===== config.mk =====
export PLATFORM = sky130hd
export DESIGN_NAME = edge_point_extractor
export DESIGN_NICKNAME = d
export VERILOG_FILES = /design/src/rtl/edge_point_extractor_pkg.sv /design/src/rtl/edge_point_extractor.sv
export SDC_FILE = /design/constraint.sdc
export NUM_CORES = 1
export LEC_CHECK = 0
export ABC_AREA = 1
export CORE_MARGIN = 8
export CORE_UTILIZATION = 48
export CTS_CLUSTER_DIAMETER = 120
export CTS_CLUSTER_SIZE = 28
export DETAILED_ROUTE_END_ITERATION = 8
export PLACE_DENSITY = 0.77
export SLEW_MARGIN = 15
export SYNTH_ARGS = -nofsm -noshare
export SYNTH_HDL_FRONTEND = slang
export SYNTH_SLANG_ARGS = --single-unit
export TNS_END_PERCENT = 100

===== constraint.sdc =====
create_clock -name clk -period 1.57 [get_ports clk]
set_input_delay 0.314 -clock clk [delete_from_list [all_inputs] [get_ports clk]]
set_output_delay 0.314 -clock clk [all_outputs]
set_load 0.005 [all_outputs]

===== src/rtl/edge_point_extractor_pkg.sv =====
`default_nettype none
// ============================================================================
//  Module   : edge_point_extractor_pkg
//  Purpose  : Image geometry and extractor state encoding shared with the
//             edge-detection writer.
//  Revision : 1.0  initial release
// ============================================================================
package edge_point_extractor_pkg;

    localparam int c_image_width = 320;
    localparam int c_start_addr  = 2240;    // line 7, x 0
    localparam int c_end_addr    = 74560;   // line 233, x 0

    localparam int c_addr_w  = 18;
    localparam int c_x_w     = 9;
    localparam int c_y_w     = 8;
    localparam int c_count_w = 17;

    typedef enum logic [2:0] {
        ST_IDLE = 3'd0,
        ST_WAIT = 3'd1,
        ST_TEST = 3'd2,
        ST_EMIT = 3'd3,
        ST_DONE = 3'd4
    } epe_state_t;

    // Elaboration-time only: line number of a linear edge-map address.
    function automatic int line_of(input int addr, input int width);
        return addr / width;
    endfunction

endpackage
`default_nettype wire


===== src/rtl/edge_point_extractor.sv =====
`default_nettype none
// ============================================================================
//  Module   : edge_point_extractor
//  Purpose  : Scans an edge map in memory and emits (x, y) of every nonzero
//             word through a valid/ready handshake.
//  Revision : 1.0  initial release
// ============================================================================
module edge_point_extractor
    import edge_point_extractor_pkg::*;
#(
    parameter int IMAGE_WIDTH = c_image_width,
    parameter int START_ADDR  = c_start_addr,
    parameter int END_ADDR    = c_end_addr
) (
    input  logic                 clk,
    input  logic                 reset,
    input  logic                 pause,
    input  logic                 enable_extraction,
    input  logic [31:0]          data_read,
    output logic [c_addr_w-1:0]  address,
    output logic                 wren,
    output logic                 point_valid,
    input  logic                 point_ready,
    output logic [c_x_w-1:0]     point_x,
    output logic [c_y_w-1:0]     point_y,
    output logic [c_count_w-1:0] edge_count,
    output logic                 extraction_done
);

    localparam logic [c_addr_w-1:0] c_start   = c_addr_w'(START_ADDR);
    localparam logic [c_addr_w-1:0] c_end     = c_addr_w'(END_ADDR);
    localparam logic [c_x_w-1:0]    c_x_last  = c_x_w'(IMAGE_WIDTH - 1);
    localparam logic [c_y_w-1:0]    c_y_first = c_y_w'(line_of(START_ADDR, IMAGE_WIDTH));

    epe_state_t r_state, w_state_nx;

    logic [c_addr_w-1:0]  r_address,     w_address_nx;
    logic [c_x_w-1:0]     r_x,           w_x_nx;
    logic [c_y_w-1:0]     r_y,           w_y_nx;
    logic [c_x_w-1:0]     r_point_x,     w_point_x_nx;
    logic [c_y_w-1:0]     r_point_y,     w_point_y_nx;
    logic                 r_point_valid, w_point_valid_nx;
    logic [c_count_w-1:0] r_edge_count,  w_edge_count_nx;
    logic                 r_done,        w_done_nx;
    logic                 w_advance;

    always_ff @(posedge clk) begin
        if (reset) begin
            r_state       <= ST_IDLE;
            r_address     <= '0;
            r_x           <= '0;
            r_y           <= '0;
            r_point_x     <= '0;
            r_point_y     <= '0;
            r_point_valid <= 1'b0;
            r_edge_count  <= '0;
            r_done        <= 1'b0;
        end else begin
            r_state       <= w_state_nx;
            r_address     <= w_address_nx;
            r_x           <= w_x_nx;
            r_y           <= w_y_nx;
            r_point_x     <= w_point_x_nx;
            r_point_y     <= w_point_y_nx;
            r_point_valid <= w_point_valid_nx;
            r_edge_count  <= w_edge_count_nx;
            r_done        <= w_done_nx;
        end
    end

    // Everything holds by default, so pause simply skips the update logic.
    always_comb begin
        w_state_nx       = r_state;
        w_address_nx     = r_address;
        w_x_nx           = r_x;
        w_y_nx           = r_y;
        w_point_x_nx     = r_point_x;
        w_point_y_nx     = r_point_y;
        w_point_valid_nx = r_point_valid;
        w_edge_count_nx  = r_edge_count;
        w_done_nx        = r_done;
        w_advance        = 1'b0;

        if (!pause) begin
            if (r_state != ST_IDLE && !enable_extraction) begin
                w_state_nx       = ST_IDLE;
                w_point_valid_nx = 1'b0;
                w_done_nx        = 1'b0;
                w_address_nx     = '0;
            end else begin
                unique case (r_state)
                    ST_IDLE: begin
                        if (enable_extraction && !r_done) begin
                            w_address_nx    = c_start;
                            w_x_nx          = '0;
                            w_y_nx          = c_y_first;
                            w_edge_count_nx = '0;
                            w_state_nx      = ST_WAIT;
                        end
                    end
                    ST_WAIT: w_state_nx = ST_TEST;
                    ST_TEST: begin
                        if (data_read != '0) begin
                            w_point_x_nx     = r_x;
                            w_point_y_nx     = r_y;
                            w_point_valid_nx = 1'b1;
                            w_state_nx       = ST_EMIT;
                        end else begin
                            w_advance = 1'b1;
                        end
                    end
                    ST_EMIT: begin
                        if (point_ready) begin
                            w_point_valid_nx = 1'b0;
                            w_edge_count_nx  = r_edge_count + 1'b1;
                            w_advance        = 1'b1;
                        end
                    end
                    ST_DONE: w_done_nx = 1'b1;
                    default: w_state_nx = ST_IDLE;
                endcase

                // Coordinates follow the address by counting, never by division.
                if (w_advance) begin
                    if (r_address == c_end) begin
                        w_state_nx = ST_DONE;
                        w_done_nx  = 1'b1;
                    end else begin
                        w_address_nx = r_address + 1'b1;
                        w_state_nx   = ST_WAIT;
                        if (r_x == c_x_last) begin
                            w_x_nx = '0;
                            w_y_nx = r_y + 1'b1;
                        end else begin
                            w_x_nx = r_x + 1'b1;
                        end
                    end
                end
            end
        end
    end

    assign address         = r_address;
    assign wren            = 1'b0;
    assign point_valid     = r_point_valid;
    assign point_x         = r_point_x;
    assign point_y         = r_point_y;
    assign edge_count      = r_edge_count;
    assign extraction_done = r_done;

endmodule
`default_nettype wire


; ---- Word level (Yosys, flattened, before mapping)
; Index checks and enable logic that the tools add are counted.
; Widths: inputs -> output; s select.
[totals]
wordCells = 80
ff_bits = 74
in_bits = 37
[op_classes]
add_sub_neg = 4
reduce_logical = 15
muxes = 37
bitwise_logic = 2
n_eq_ne = 13
[ops]
columns = operator, count
row1 = $mux 18, 5
row2 = $mux 9, 5
row3 = $mux 8, 5
row4 = $mux 17, 2
row5 = $pmux 17 s2, 1
row6 = $reduce_bool 32->1, 1
row7 = $add 18x1->18 const B, 1
row8 = $eq 18x17->1 const B, 1
row9 = $add 17x1->17 const B, 1
row10 = $mux 3, 5
row11 = $pmux 3 s4, 1
row12 = $reduce_and 4->1, 3
row13 = $mux 1, 11
row14 = $add 9x1->9 const B, 1
row15 = $eq 9x9->1 const B, 1
row16 = $add 8x1->8 const B, 1
row17 = $ne 4x4->1 const B, 2
row18 = $eq 3x2->1 const B, 2
row19 = $ne 3x3->1 const B, 2
row20 = $reduce_bool 3->1, 2
row21 = $reduce_and 5->1, 1
row22 = $ne 2x2->1 const B, 2
row23 = $pmux 1 s2, 2
row24 = $eq 3x1->1 const B, 1
row25 = 9 further kinds, 12

; ---- Depth between registers and ports, before layout
[depth]
depth_word = 7
ltp_mapped = 14
depth_no_buf = 13

; ---- Least setup slack after synthesis
; Ideal clock, no wire load.
[synth_timing]
path_kind = register -> register
start = register r_address[0] (netlist: address[0])
end = register r_y[1]
setup_ns = 0.132
stages_incl_launch_ff = 15
setup_slack_ns = -0.193
path_buffers = 2
arrival_time_ns = 1.632
path_cell_list = dfxtp_1 clkbuf_1 inv_1 ha_1 nor3b_1 nand2_1 nor2_4 nand2_2 buf_6 nand2_1 nand2_1 nand2_1 nand2_1 nand2_1 a21oi_1
[synth_via]
elab_chain_cells = 3
[synth_lines]
columns = element, line
row1 = "start, declared", edge_point_extractor.sv:37  ; logic [c_addr_w-1:0] r_address, w_address_nx;
row2 = "start signal, assigned", edge_point_extractor.sv:60  ; r_address <= w_address_nx;
row3 = $eq 18x17->1, edge_point_extractor.sv:125  ; if (r_address == c_end) begin
row4 = $mux 8, edge_point_extractor.sv:125
row5 = $mux 8, edge_point_extractor.sv:124  ; if (w_advance) begin
row6 = "end signal, assigned", edge_point_extractor.sv:62  ; r_y <= w_y_nx;
row7 = "end, declared", edge_point_extractor.sv:39  ; logic [c_y_w-1:0] r_y, w_y_nx;
; No other way between the ends.
; A chain may end at the register's enable or synchronous reset.

; ---- Worst setup path in the final report
[layout_timing]
start = register r_address[0] (netlist: address[0])
end = register r_x[0]
[layout_via]
elab_chain_cells = 3
[layout_lines]
columns = element, line
row1 = $eq 18x17->1, edge_point_extractor.sv:125
row2 = $mux 9, edge_point_extractor.sv:125
row3 = $mux 9, edge_point_extractor.sv:124
row4 = "end signal, assigned", edge_point_extractor.sv:61  ; r_x <= w_x_nx;
row5 = "end, declared", edge_point_extractor.sv:38  ; logic [c_x_w-1:0] r_x, w_x_nx;
; No other way between the ends.

==> impl_metrics.yaml <==
cells_and_area:
  layout.nets: 1126
  fin_cells: 1226
  mostFrequentLayoutCells: "nand2_1, buf_4, nor2_1"
  areaGrowthSynthToFinish_pct: 65.0
  fillers: 621
  mostFrequentLayoutCell: "nand2_1"
  layout-drive-gt1-share_pct: 33.1
run:
  drv_cap: 0
grt:
  gr-usage-all-layers_pct: 23.1
  antenna_found_initial: 1
  grt_pass1_wl_um: 27400
  grt_remaining_overflow: 0
  grt_max_degree: 38
  grt_pass1_vias: 5961
timing:
  max_freq_mhz: 542
  rsz0062_at_grt: "yes"
  period_needed_ps: 1840
  fin_crit_sh_pct: 117
  drv_slew: 0
  finalSetupViolations: 68
  setup_ws_ps: -274
  hold_violations: 0
  skew_ps: 13.6
pwr:
  internal_power_mw: 3.17
  p_total_mw: 4.67
  comb_power_share_pct: 24.2
  clockPowerShare_pct: 33.9
  power.leakage_nw: 4.09
  p_per_area_nw_per_um2: 562
  seqPwrFrac_pct: 41.9
  p_sw_share_pct: 32.2
  irDropWorstVdd_uv: 441
  switchingPower_mw: 1.50
floorplan:
  initial_core_util_pct: 49.0
  rows: 37
  die_y_um: 118
  die_area_um2: 14000
  ios: 92
  die_w_um: 118
  core_area_um2: 10300
critical_path:
  critPathMaxFanout: 15
  cp_data_arrival_time_ps: 2100
  cp-startpoint: "address[0]"
  cpLargestDelayFamily: "simple AND/OR/NAND/NOR gates"
  critPathLaunchType: "register"
  cp-end-kind: "register"
  path_cells: "inv_4 -> ha_4 -> nor3b_4 -> nand2_2 -> nor2_4 -> nand2_4 -> nand2_1 -> nand2_1 -> nand2_1 -> nand2_1 -> nand2_1 -> a21oi_1"
  r2r.worst_path.cells: 12
  crit_top_cell: "nand2_1"
  critPathSlowestCell: "dfxtp_4"
  rr_startpoint: "address[0]"
  path_buf_inv: 1
  r2r_setup_slack_ps: -270
  slowest_delay_ps: 370
  worstPathRequired_ps: 1820
  r2r-end: "r_x[0]"
  crit_type: "register to register"
cts:
  cts_root_buf: "clkbuf_8"
  numCtsBuffers: 9
  clock_path_buffers: 2
  cts_hold_buf: 0
  cts_tree: "yes"
  clk_latency_ps: 370
  path_clk_slew_ps: 90
  clock_sinks: 74
  h-tree-depth: 3
synth:
  synth_edf_count: 0
  synth.avg_cell_area_um2: 5.90
  synthDominantCellAreaShare_pct: 29.4
  synth-seq-cells: 74
  synth-seq-area-share_pct: 29.4
  syn_inst: 854
  synthArstFlopShare_pct: 0
  synthFlopType: "dfxtp_1"
  ys_warn_count: 0
  synth.distinct_cells: 37
  synthTopCellsByArea: "dfxtp_1, nand2_1, nor2_1, nand3_1, a21oi_1"
  yosysTopAreaCell: "dfxtp_1"
  synth_area_um2: 5040
  syn_nets: 896
detailed_routing:
  num_vias: 7141
  first_pass_iters: 6
  ant_nets: 0
  wl_per_cell_um: 17.8
  wirelength_um: 21900
  viasPerCell: 5.82
  drc: 0
  drt_iter0_markers: 1078
placed_design:
  dpl.hpwl_um: 11500
  place_inst: 1167
  gp_congestion: 0.921
  port_buffers: 90
worst_hold_path:
  whs_path_depth: 2
  hold_path.class: "register to register"
  worstHoldStart: "point_x[2]"
  hold-path-endpoint: "point_x[2]"
status:
  violations: "negative setup slack"
  outcome: "finished with violations"
logic make-up after synthesis:
| kind of cell | after synthesis | synth area share, % |
|---|---|---|
| DFF | 74 | 29.4 |
| buffers and inverters | 109 | 9.31 |
| and+or+nand+nor | 567 | 48.8 |
| xor gates and xnor gates | 16 | 2.78 |
| AOI/OAI and AO/OA | 82 | 8.39 |
| adders and majority gates | 5 | 1.24 |
| other | 1 | 0.0744 |
area by class of cell:
cell class	instances	area (µm²)	area share (%)
multi-input cells	672	3650	43.9
repair buffers	253	2450	29.4
flip-flops and latches	74	1560	18.8
inverters	74	295	3.55
well taps	136	170	2.05
clock buffers	10	128	1.54
clock inverters	6	65.1	0.783
diodes	1	2.50	0.0301
registers in the layout, indices dropped and copies added (netlist names):
signal,flops
address,18
edge_count,17
point_x,9
r_x,9
point_y,8
r_y,8
r_state,3
extraction_done,1
point_valid,1
synth_stat cells, drive strengths merged (2+ instances only):
cell    instances
xor2           16
dfxtp          74
and3            2
nand4          30
o21ai          19
nor4            2
inv            71
a21oi          59
buf            21
nor3           17
clkinv          3
nor2          133
clkbuf         14
nand2         301
ha              5
nand3          79
worst max path at each step:
stage / to / slack (ps) / depth (start not counted)
finish: r_x[0] / -270 / 12
global route: address[2] / -410 / 12
CTS: r_y[2] / -70 / 12
detailed placement: r_y[4] / -470 / 11
global placement: r_y[2] / -440 / 13
floorplan: r_x[6] / -90 / 14
stage by stage:
step                      hold slack (ps)  area (µm²)  TNS [ps]  worst slack, ps  utilization (%)
after global placement                461        6880    -26050             -438             66.9
after CTS                             482        7280      -361            -69.3             70.8
after global routing                  497        8310    -16480             -414             80.9
after floorplan                       441        5070      -859            -86.3                -
after detailed placement              465        6880    -28610             -472             66.9
final                                 480        8310     -6570             -274             80.9
power groups by stage:
stage | Combinational (mW) | Clock, mW | Sequential [mW]
after CTS | 0.881 | 1.59 | 1.95
final | 1.13 | 1.58 | 1.96
after detailed placement | 0.846 | 0 | 2.00
after floorplan | 0.415 | 0 | 2.01
after global placement | 0.833 | 0 | 2.00
after global routing | 1.20 | 1.65 | 1.96
worst register-to-register path: cells and delay by family, from the launching register on:
kind	cells	cell delay, ps
fa+ha+maj	1	130
buf+inv	1	60
compound gates	1	50
flops	1	370
simple gates	9	1130
repair_timing:
item / CTS / global route
cloned: 1 / 7
pin swaps: 4 / 104
resized for setup: 98 / 220
endpoints found under the setup margin: 103 / 82
setup buffers: 8 / 28
metal layers:
layer	part of all wire [%]	GRT usage, %
met5	0	0
met4	6.4	11.1
met3	9.0	5.00
met2	48	40.2
met1	36	26.5
(Power assumes the default switching activity.)
